[src/rtl/obi_block_dma_pkg.sv]
// Shared types for the AES block DMA: FSM state encoding, the OBI request
// bundle driven by the single-transaction engine, and an address helper.
package obi_block_dma_pkg;

    localparam logic [3:0] OBI_BE_FULL = 4'hF;

    typedef enum logic [2:0] {
        IDLE,
        RD_REQ,
        RD_WAIT,
        BLK_OUT,
        RES_WAIT,
        WR_REQ,
        WR_WAIT,
        DONE
    } dma_state_e;

    typedef struct packed {
        logic        req;
        logic [31:0] addr;
        logic        we;
        logic [3:0]  be;
        logic [31:0] wdata;
    } obi_req_t;

    // Byte addresses from software may be unaligned; the bus only sees words.
    function automatic logic [31:0] word_align(input logic [31:0] a);
        return a & 32'hFFFF_FFFC;
    endfunction

endpackage

[src/rtl/obi_block_dma_single_master.sv]
// obi_single_master: one-transaction OBI initiator engine.
//  start/addr/we/wdata : launch a transaction (only when no request is up and
//                        nothing is outstanding, or in the cycle its response lands)
//  granted             : request accepted by the bus this cycle
//  resp_valid/rdata/err: response for the outstanding transaction
//  obi/gnt/rvalid/...  : OBI initiator side
// The request bundle is fully registered, so addr/we/wdata cannot move while
// req is high; req drops on the edge after gnt.
module obi_single_master
    import obi_block_dma_pkg::*;
(
    input  logic        clk_i,
    input  logic        rst_i,
    input  logic        start,
    input  logic [31:0] addr,
    input  logic        we,
    input  logic [31:0] wdata,
    output logic        granted,
    output logic        resp_valid,
    output logic [31:0] resp_rdata,
    output logic        resp_err,
    output obi_req_t    obi,
    input  logic        gnt,
    input  logic        rvalid,
    input  logic [31:0] rdata,
    input  logic        err
);

    obi_req_t req_q;
    logic     pending_q;

    always_ff @(posedge clk_i) begin
        if (rst_i) begin
            req_q     <= '0;
            pending_q <= 1'b0;
        end else begin
            if (req_q.req && gnt) begin
                req_q.req <= 1'b0;
                pending_q <= 1'b1;
            end
            if (pending_q && rvalid) begin
                pending_q <= 1'b0;
            end
            // Back-to-back: the sequencer may start the next word in the very
            // cycle the previous response arrives.
            if (start) begin
                req_q <= '{req: 1'b1, addr: addr, we: we, be: OBI_BE_FULL, wdata: wdata};
            end
        end
    end

    // rvalid outside an outstanding transaction (idle, or stale after reset)
    // never reaches the sequencer.
    assign granted    = req_q.req & gnt;
    assign resp_valid = pending_q & rvalid;
    assign resp_rdata = rdata;
    assign resp_err   = pending_q & rvalid & err;
    assign obi        = req_q;

endmodule

[src/rtl/obi_block_dma.sv]
// obi_block_dma: reads N blocks of BLK_WORDS words from src, hands each block
// to the AES core, and writes the core's result block to dst over OBI.
//  cmd_*   : command handshake (src/dst byte addresses, block count)
//  blk_*   : block to the core (word k in bits [32k+31:32k])
//  res_*   : result block from the core, same packing
//  busy_o/done_o/err_o : status; err_o is sticky until the next command
//  data_*  : OBI initiator port, one outstanding transaction at most
module obi_block_dma
    import obi_block_dma_pkg::*;
#(
    parameter int BLK_WORDS  = 4,
    parameter int NBLK_WIDTH = 16
) (
    input  logic                    clk_i,
    input  logic                    rst_i,
    input  logic                    cmd_valid_i,
    output logic                    cmd_ready_o,
    input  logic [31:0]             cmd_src_i,
    input  logic [31:0]             cmd_dst_i,
    input  logic [NBLK_WIDTH-1:0]   cmd_nblk_i,
    output logic                    blk_valid_o,
    input  logic                    blk_ready_i,
    output logic [32*BLK_WORDS-1:0] blk_data_o,
    input  logic                    res_valid_i,
    output logic                    res_ready_o,
    input  logic [32*BLK_WORDS-1:0] res_data_i,
    output logic                    busy_o,
    output logic                    done_o,
    output logic                    err_o,
    output logic                    data_req_o,
    input  logic                    data_gnt_i,
    output logic [31:0]             data_addr_o,
    output logic                    data_we_o,
    output logic [3:0]              data_be_o,
    output logic [31:0]             data_wdata_o,
    input  logic                    data_rvalid_i,
    input  logic [31:0]             data_rdata_i,
    input  logic                    data_err_i
);

    localparam int KW = (BLK_WORDS > 1) ? $clog2(BLK_WORDS) : 1;

    dma_state_e                   state;
    logic [31:0]                  src_q, dst_q;
    logic [NBLK_WIDTH-1:0]        left_q;
    logic [KW-1:0]                k_q;
    logic [BLK_WORDS-1:0][31:0]   blk_q, res_q;
    logic                         err_q, done_q;

    logic        m_start, m_we, m_granted, m_resp_valid, m_resp_err;
    logic [31:0] m_addr, m_wdata, m_rdata;
    obi_req_t    obi;

    logic [KW-1:0] k_nxt;
    logic          last_word;

    assign k_nxt     = k_q + 1'b1;
    assign last_word = (k_q == KW'(BLK_WORDS - 1));

    // Next transaction is launched on the same edge the FSM enters *_REQ,
    // so req is up for the whole REQ state and a word costs 2 cycles at best.
    always_comb begin
        m_start = 1'b0;
        m_addr  = src_q;
        m_we    = 1'b0;
        m_wdata = '0;
        case (state)
            IDLE: if (cmd_valid_i && cmd_nblk_i != '0) begin
                m_start = 1'b1;
                m_addr  = word_align(cmd_src_i);
            end
            RD_WAIT: if (m_resp_valid && !m_resp_err && !last_word) begin
                m_start = 1'b1;
                m_addr  = src_q + 32'd4;
            end
            RES_WAIT: if (res_valid_i) begin
                m_start = 1'b1;
                m_addr  = dst_q;
                m_we    = 1'b1;
                m_wdata = res_data_i[31:0];
            end
            WR_WAIT: if (m_resp_valid && !m_resp_err) begin
                if (!last_word) begin
                    m_start = 1'b1;
                    m_addr  = dst_q + 32'd4;
                    m_we    = 1'b1;
                    m_wdata = res_q[k_nxt];
                end else if (left_q != NBLK_WIDTH'(1)) begin
                    // src_q already points at the next block
                    m_start = 1'b1;
                    m_addr  = src_q;
                end
            end
            default: ;
        endcase
    end

    always_ff @(posedge clk_i) begin
        if (rst_i) begin
            state  <= IDLE;
            src_q  <= '0;
            dst_q  <= '0;
            left_q <= '0;
            k_q    <= '0;
            blk_q  <= '0;
            res_q  <= '0;
            err_q  <= 1'b0;
            done_q <= 1'b0;
        end else begin
            // done lands the cycle after DONE, i.e. back in IDLE
            done_q <= (state == DONE);
            case (state)
                IDLE: if (cmd_valid_i) begin
                    src_q  <= word_align(cmd_src_i);
                    dst_q  <= word_align(cmd_dst_i);
                    left_q <= cmd_nblk_i;
                    k_q    <= '0;
                    err_q  <= 1'b0;
                    state  <= (cmd_nblk_i == '0) ? DONE : RD_REQ;
                end
                RD_REQ: if (m_granted) state <= RD_WAIT;
                RD_WAIT: if (m_resp_valid) begin
                    if (m_resp_err) begin
                        err_q <= 1'b1;
                        state <= DONE;
                    end else begin
                        blk_q[k_q] <= m_rdata;
                        src_q      <= src_q + 32'd4;
                        k_q        <= last_word ? '0 : k_nxt;
                        state      <= last_word ? BLK_OUT : RD_REQ;
                    end
                end
                BLK_OUT: if (blk_ready_i) state <= RES_WAIT;
                RES_WAIT: if (res_valid_i) begin
                    res_q <= res_data_i;
                    k_q   <= '0;
                    state <= WR_REQ;
                end
                WR_REQ: if (m_granted) state <= WR_WAIT;
                WR_WAIT: if (m_resp_valid) begin
                    if (m_resp_err) begin
                        err_q <= 1'b1;
                        state <= DONE;
                    end else begin
                        dst_q <= dst_q + 32'd4;
                        if (!last_word) begin
                            k_q   <= k_nxt;
                            state <= WR_REQ;
                        end else begin
                            k_q    <= '0;
                            left_q <= left_q - 1'b1;
                            state  <= (left_q != NBLK_WIDTH'(1)) ? RD_REQ : DONE;
                        end
                    end
                end
                DONE:    state <= IDLE;
                default: state <= IDLE;
            endcase
        end
    end

    obi_single_master u_master (
        .clk_i      (clk_i),
        .rst_i      (rst_i),
        .start      (m_start),
        .addr       (m_addr),
        .we         (m_we),
        .wdata      (m_wdata),
        .granted    (m_granted),
        .resp_valid (m_resp_valid),
        .resp_rdata (m_rdata),
        .resp_err   (m_resp_err),
        .obi        (obi),
        .gnt        (data_gnt_i),
        .rvalid     (data_rvalid_i),
        .rdata      (data_rdata_i),
        .err        (data_err_i)
    );

    assign cmd_ready_o  = (state == IDLE);
    assign busy_o       = (state != IDLE);
    assign blk_valid_o  = (state == BLK_OUT);
    assign res_ready_o  = (state == RES_WAIT);
    assign blk_data_o   = blk_q;
    assign done_o       = done_q;
    assign err_o        = err_q;
    assign data_req_o   = obi.req;
    assign data_addr_o  = obi.addr;
    assign data_we_o    = obi.we;
    assign data_be_o    = obi.be;
    assign data_wdata_o = obi.wdata;

endmodule

[config.mk]
export PLATFORM = sky130hd
export DESIGN_NAME = obi_block_dma
export DESIGN_NICKNAME = d
export VERILOG_FILES = /design/src/rtl/obi_block_dma_pkg.sv /design/src/rtl/obi_block_dma_single_master.sv /design/src/rtl/obi_block_dma.sv
export SDC_FILE = /design/constraint.sdc
export NUM_CORES = 1
export LEC_CHECK = 0
export CORE_MARGIN = 3
export CORE_UTILIZATION = 25
export DETAILED_ROUTE_END_ITERATION = 7
export PLACE_DENSITY = 0.5
export SLEW_MARGIN = 20
export SYNTH_ARGS = -nofsm -noshare
export SYNTH_HDL_FRONTEND = slang
export SYNTH_HIERARCHICAL = 1
export SYNTH_SLANG_ARGS = --single-unit
[constraint.sdc]
create_clock -name clk_i -period 7.6 [get_ports clk_i]
set_input_delay 1.52 -clock clk_i [delete_from_list [all_inputs] [get_ports clk_i]]
set_output_delay 1.52 -clock clk_i [all_outputs]
set_load 0.03 [all_outputs]
# Word-level counts from Yosys, hierarchy flattened

Cells that the tools add are included.

Reductions and logical operators: 27
Bitwise logic cells: 4
Magnitude comparators: 3
Add/sub/neg operators: 4
Equal/unequal tests: 22
Muxes and demuxes: 64

Operator list:

| kind                                                    | number |
|---|---|
| 2-to-1 mux 32 bit                                       | 16 |
| case mux 32 bit (2 select lines)                        | 3 |
| bitwise mux 128 bit                                     | 1 |
| case mux 32 bit (4 select lines)                        | 1 |
| 2-to-1 mux 70 bit                                       | 1 |
| adder 32 x 3 -> 32 bit (second input constant)          | 2 |
| binary-select mux 32 bit (select 2 bit)                 | 1 |
| demux 32 bit (select 2 bit)                             | 1 |
| 2-to-1 mux 16 bit                                       | 4 |
| 2-to-1 mux 3 bit                                        | 12 |
| case mux 16 bit (2 select lines)                        | 1 |
| case mux 3 bit (8 select lines)                         | 1 |
| inequality test 2 bit (second input constant)           | 10 |
| zero test 16 bit                                        | 1 |
| inequality test 16 x 1 -> 1 bit (second input constant) | 1 |
| nonzero test 16 bit                                     | 1 |
| subtractor 16 x 1 -> 16 bit (second input constant)     | 1 |
| equality test 3 bit (second input constant)             | 4 |
| 2-to-1 mux 1 bit                                        | 12 |
| 2-to-1 mux 2 bit                                        | 6 |
| AND reduction 4 bit                                     | 3 |
| AND reduction 5 bit                                     | 2 |
| nonzero test 2 bit                                      | 4 |
| AND reduction 7 bit                                     | 1 |
| 19 further kinds                                        | 34 |

Output and inout bits: 204
Bits in registers: 411
Logic and storage cells: 145

# Longest topological paths before layout

Gate-level depths: netlist of the first run.

Word-level depth: 8
Mapped depth: 13
Gate-level depth less buffers: 10

# Modules after synthesis

Netlist of the first run, hierarchy kept.

Modules (own cells, without submodules):

| module            | times used | cells each | area each (µm²) |
|---|---|---|---|
| obi_block_dma     | 1          | 2257       | 16605.9 |
| obi_single_master | 1          | 260        | 2718.9 |

# Least setup slack after synthesis of the first run

OpenSTA, ideal clock, no wires.

Kind: in2reg
Start point: input port cmd_valid_i
End point: register u_master.req_q (netlist bit u_master/obi[52])
Arrival time: 3.754 ns
Library setup time: 0.128 ns
Data required time: 7.472 ns
Stages on the path: 10
Slack: 3.718 ns
Cells stage by stage: or4b_2 > a41oi_1 > clkbuf_1 > buf_1 > a311o_1 > buf_4 > buf_12 > buf_8 > mux2i_1 > nor2_1

Word-level cells in the longest chain between the ends: 3

Ends and longest elaborated chain:

| what                            | RTL line                          | source |
|---|---|---|
| start, declared                 | obi_block_dma.sv:16               | `input logic cmd_valid_i,` |
| logical AND 1 bit               | obi_block_dma.sv:68               | `IDLE: if (cmd_valid_i && cmd_nblk_i != '0) begin` |
| 2-to-1 mux 1 bit                | obi_block_dma.sv:68               |  |
| case mux 1 bit (4 select lines) | obi_block_dma.sv:67               | `case (state)` |
| net m_start                     | obi_block_dma.sv:50               | `logic m_start, m_we, m_granted, m_resp_valid, m_resp_err;` |
| end signal, assigned            | obi_block_dma_single_master.sv:47 | `req_q <= '{req: 1'b1, addr: addr, we: we, be: OBI_BE_FULL, wdata: wdata};` |
| end, declared                   | obi_block_dma_single_master.sv:29 | `obi_req_t req_q;` |

The timed path passes the listed nets, and every way through them passes these cells.
A chain may end at the register's enable or synchronous reset.

# Worst setup path in the final report of the first run

Start point: input port data_rvalid_i
End point: register u_master.req_q (netlist bit u_master/obi[47])

Word-level cells in the longest chain between the ends: 7

Ends and longest elaborated chain:

| what                                 | RTL line                                 | source |
|---|---|---|
| start, declared                      | obi_block_dma.sv:36                      | `input logic data_rvalid_i,` |
| bitwise AND 1 bit (*) (2 in a row)   | obi_block_dma_single_master.sv:57        | `assign resp_err = pending_q & rvalid & err;` |
| net m_resp_err                       | obi_block_dma.sv:50                      |  |
| zero test 1 bit (*)                  | obi_block_dma.sv:72, obi_block_dma.sv:82 |  |
| logical AND 1 bit (*)                | obi_block_dma.sv:72, obi_block_dma.sv:82 |  |
| logical AND 1 bit                    | obi_block_dma.sv:72                      | `RD_WAIT: if (m_resp_valid && !m_resp_err && !last_word) begin` |
| 2-to-1 mux 32 bit                    | obi_block_dma.sv:72                      |  |
| case mux 32 bit (4 select lines) (*) | obi_block_dma.sv:67                      |  |
| net m_addr[10]                       | obi_block_dma.sv:51                      | `logic [31:0] m_addr, m_wdata, m_rdata;` |

The timed path passes the listed nets; every way through them passes the cells marked *.

==> results.yml, run 1 <==
sta:
  rsz0062_at_grt: "false"
  relSlewSlack: 0.291
  setup_tns_ps: 0
  worst_slew_pin_slew_ps: 1060
  clock.fmax_ghz: 0.215
  finalHoldViolCount: 0
  finalCritPeriodShare: 0.612
  setup_violations: 0
  skew_ps: 37.4
  hold_slack_ps: 450
  finalWorstPathRequiredPeriod_ps: 4650
  slew_violations: 0
pwr:
  totalPowerFinal_uw: 7050
  p_int_uw: 4600
  p_seq_frac: 0.366
  irDropWorstVdd_v: 0.000183
  power.density_nw_per_um2: 271
  p_clk_frac: 0.355
  p_leak_uw: 0.00889
  power_frac_comb: 0.279
  p_switching_uw: 2450
  switching_share: 0.348
logic_synthesis:
  synth_area_um2: 19300
  yosys.area.top_type: "dfxtp_1"
  synth_cells: 2517
  synth_area_per_cell_um2: 7.68
  ys_ff_latch: 407
  ys.flop_type: "dfxtp_1"
  yosysMostFrequentCell: "nand2_1"
  seq_area_frac_synth: 0.422
  synth_edf_count: 0
  synth_top_cell_area_share: 0.422
  async_flop_share: 0
  ys_types: 74
  synth_area_leaders: "dfxtp_1 (42%), nand2_1 (14%), a21oi_1 (9.4%), nor2_1 (4.3%), mux4_2 (3.7%)"
  yosys_warnings: 6
  synth_common_cells: "nand2_1 (698), dfxtp_1 (407), a21oi_1 (363)"
final_layout:
  nets: 3063
  drive_gt1_frac: 0.0595
  fin_util: 0.342
  synthToLayoutAreaGrowth_pct: 34.7
floorplanning:
  die_y_um: 284
  placementRows: 101
  io_pins: 452
  start_util: 0.254
  die_area_um2: 80700
  die_w_um: 284
  coreArea_um2: 76200
clock_network:
  cts_sinks: 407
  cts_tree: "yes"
  cts_max_level: 2
  cts-buffers-inserted: 50
  post-cts-setup-buffers: 0
  cts_resized: 0
  cts_hold_buf: 0
  clk_pin_slew_ps: 60
  clockBufferDepth: 3
  clock_latency_ps: 610
  cts_root_buf: "clkbuf_16"
global_route:
  track_usage: 0.186
  grt_max_degree: 143
  grt_first_pass_wirelength_um: 116000
  grt_overflow: 0
  antenna_found_initial: 7
  grt_pass1_vias: 17662
route:
  vias_per_cell: 4.85
  first_iter_violations: 1463
  vias: 18777
  routed_wl_um: 78400
  remaining_drc_errors: 0
  wl_per_cell_um: 20.2
  drtPass1Iterations: 8
  drtAntennaViolNets: 0
critical_path:
  crit_required_ps: 8060
  crit_arrival_ps: 5110
  crit_path_end_kind: "register"
  startpoint_type: "primary input"
  crit_fanout: 19
  reg2regPathDepth: 8
  criticalPathCategory: "primary input to register"
min_path:
  holdPathStages: 2
  min_path_type: "register to register"
placed_design:
  dp_hpwl_um: 53100
  routabilityCongestion: 0.864
  numPortBuffers: 447
flow_run:
  maxCapViolCount: 0
run_status:
  status: "complete, no violations"
## worst paths after layout
kind                      start                to  slack (ps)
setup / recovery  data_rvalid_i  u_master/obi[47]        2950
hold / removal        res_q[80]         res_q[80]         450
setup reg to reg       state[1]  u_master/obi[64]        3530
hold reg to reg       res_q[80]         res_q[80]         450
## state kept, by name, indices dropped and copies added (netlist names)
register / cells
k_q: 2
left_q: 16
src_q: 30
state: 3
u_master/pending_q: 1
dst_q: 30
u_master/obi: 67
done_o: 1
err_o: 1
res_q: 128
blk_data_o: 128
## power groups by stage
stage               clock (uW)  combinational, uW  sequential (uW)
floorplan                    0               1270             2610
global placement             0               1970             2620
detailed placement           0               1970             2620
CTS                       2590               1980             2570
global route              2670               2160             2610
finish                    2500               1970             2580
## layout by cell type, fill, tap and decap left out, drive strengths merged, types with 10 or more instances in the layout
cell type,n
mux2i,66
dfxtp,407
o22ai,17
buf,32
nor4,17
nand3,32
a22oi,39
a22o,10
clkdlybuf4s50,446
clkbuf,71
nor3,28
inv,15
mux4,32
xnor2,24
xor2,15
nand2,698
o21ai,89
a222oi,11
a21oi,363
o31ai,21
a211oi,14
and3,18
nand4,15
nor2,221
## stage by stage
stage               setup slack, ps  instances  cell area, um^2
finish                         2950       3874            26000
global route                   2660       3873            26000
CTS                            2900       3870            26000
detailed placement             2250       3785            24300
global placement               2280       3785            24300
floorplan                      3720       2518            19300
## critical path, stage by stage
cell and delay, ps:
clkdlybuf4s50_1 430, and3_1 320, or3b_1 700, a21oi_1 510, nand2_1 680, a222oi_1 520
o21ai_0 190, mux2i_1 180, nor2_1 50
## cell families (layout without fill, tap and decap cells)
| family | after synthesis | after routing | share of synthesized area |
|---|---|---|---|
| simple gates | 1082 | 1082 | 0.233 |
| compound gates | 624 | 624 | 0.188 |
| flops | 407 | 407 | 0.422 |
| buf+inv | 257 | 579 | 0.0622 |
| mux | 99 | 99 | 0.0721 |
| xor+xnor | 39 | 39 | 0.0177 |
| fa+ha+maj | 8 | 8 | 0.00518 |
| other cells | 1 | 6 | 0.000194 |
## metal layers
layer  GRT usage  share of wire  routed length (um)  vias up
li1            -              -                   -     9200
met1       0.232           0.42               33000     8825
met2       0.315           0.48               37600      636
met3      0.0484          0.074                5820      108
met4      0.0552          0.026                2030        8
met5           0        0.00066                  52        -
## area by class of cell
type | instances | area, um^2
sequential | 407 | 8150
multi-input combinational | 1854 | 10100
timing repair buffer | 478 | 4720
inverter | 16 | 60.1
antenna | 4 | 10.0
clock inverter | 14 | 238
tap | 1030 | 1290
fill | 8062 | 50200
clock buffer | 71 | 1460
Note: power is estimated with default switching activity, not from simulation.
==> run 2, diff against run 1 <==
--- a/config.mk
+++ b/config.mk
@@ -8,7 +8,7 @@
 export CORE_MARGIN = 3
 export CORE_UTILIZATION = 25
 export DETAILED_ROUTE_END_ITERATION = 7
-export PLACE_DENSITY = 0.5
+export PLACE_DENSITY = 0.51
 export SLEW_MARGIN = 20
 export SYNTH_ARGS = -nofsm -noshare
 export SYNTH_HDL_FRONTEND = slang
==> constraint.sdc (replaced) <==
create_clock -name clk_i -period 3.77 [get_ports clk_i]
set_input_delay 0.754 -clock clk_i [delete_from_list [all_inputs] [get_ports clk_i]]
set_output_delay 0.754 -clock clk_i [all_outputs]
set_load 0.03 [all_outputs]
==> results.yml, run 2 (synthesis results as in run 1) <==
global_route:
  use_met3: 0.0424
  track_usage: 0.187
  grt_pass1_vias: 18258
  use_met2: 0.313
  grt_max_degree: 130
  antenna_found_initial: 3
  grt_use_met1: 0.241
  grt_overflow: 0
  busiest_layer: "met2"
  grt_first_pass_wirelength_um: 118000
floorplanning:
  die_area_um2: 80700
  die_w_um: 284
  io_pins: 452
  placementRows: 101
  die_y_um: 284
  start_util: 0.254
  coreArea_um2: 76200
route:
  remaining_drc_errors: 0
  vias: 19191
  vias_per_cell: 4.88
  drtAntennaViolNets: 0
  drtPass1Iterations: 8
  routed_wl_um: 78100
  wl_per_cell_um: 19.8
  first_iter_violations: 1540
sta:
  skew_ps: 30.0
  finalHoldViolCount: 0
  slew_violations: 0
  rsz0062_at_grt: "false"
  setup_violations: 0
  setup_tns_ps: 0
  worst_slew_pin_slew_ps: 848
  relSlewSlack: 0.435
  finalWorstPathRequiredPeriod_ps: 3310
  finalCritPeriodShare: 0.877
  clock.fmax_ghz: 0.302
final_layout:
  fin_util: 0.351
  most-common-layout-cells: "nand2_1 (697), clkdlybuf4s50_1 (446), dfxtp_1 (405)"
  stdcell_count: 3935
  drive_gt1_frac: 0.0796
  nets: 3116
  synthToLayoutAreaGrowth_pct: 38.2
  final_common_cell: "nand2_1"
clock_network:
  cts_root_buf: "clkbuf_16"
  cts_resized: 0
  clk_pin_slew_ps: 60
  clockBufferDepth: 3
  cts-buffers-inserted: 51
  cts_hold_buf: 0
  clock_latency_ps: 600
  cts_tree: "yes"
  cts_sinks: 407
  post-cts-setup-buffers: 0
  cts_max_level: 2
critical_path:
  cp_slowest_cell: "clkdlybuf4s50_1"
  startpoint_type: "register"
  worstReg2RegStart: "dst_q[2]"
  crit_required_ps: 3020
  crit_path_end_kind: "primary output"
  cp_cell_sequence: "buf_4, nand3_1, inv_1, clkdlybuf4s50_1"
  cpPeakStageDelay_ps: 680
  worstSetupStartpoint: "state[1]"
  crit_fanout: 14
  criticalPathCategory: "register to primary output"
  crit_arrival_ps: 2550
pwr:
  totalPowerFinal_uw: 14700
  power.density_nw_per_um2: 550
  p_leak_uw: 0.00927
  irDropWorstVdd_v: 0.000309
run_status:
  status: "complete, no violations"
placed_design:
  numPortBuffers: 447
  dp_hpwl_um: 54800
  placed_cells: 3837
  routabilityCongestion: 0.920
min_path:
  hp-start: "blk_data_o[37]"
  min_path_type: "register to register"
flow_run:
  maxCapViolCount: 0
[run 2: critical path, delay by kind of cell, from the launching register on]
family	cells	cell delay [ps]
simple gates	1	260
flops	1	590
buf+inv	3	1120
[run 2: worst paths after layout]
kind                       to  slack, ps  depth (start not counted)
max               blk_valid_o        460                          4
min            blk_data_o[37]        450                          2
max reg2reg  u_master/obi[67]        690                         10
min reg2reg    blk_data_o[37]        450                          2
[run 2: report_power, final]
| group | switching (uW) | internal (uW) |
|---|---|---|
| registers | 490 | 4730 |
| logic | 2490 | 1730 |
| clock network | 2040 | 3210 |
[run 2: area by class of cell]
type	count	area [um^2]
antenna	3	7.51
clock buffer	81	1610
clock inverter	14	225
fill	8045	49500
inverter	16	60.1
multi-input combinational	1854	10100
sequential	407	8150
tap	1030	1290
timing repair buffer	530	5300
[run 2: routing by layer]
layer  wire length (um)  vias to the layer above
met5                  0                        -
met1              33400                     9123
li1                   -                     9325
met4               1970                        0
met2              37200                      635
met3               5490                      108
[run 2: metrics by stage]
| stage | hold slack, ps | worst slack [ps] | area, um^2 |
|---|---|---|---|
| 3_5_place_dp | 445 | 191 | 24900 |
| 3_3_place_gp | 439 | 198 | 24900 |
| 4_1_cts | 453 | 493 | 26700 |
| 6_report | 452 | 463 | 26700 |
| 5_1_grt | 465 | 403 | 26700 |
| 2_1_floorplan | 433 | 654 | 19300 |
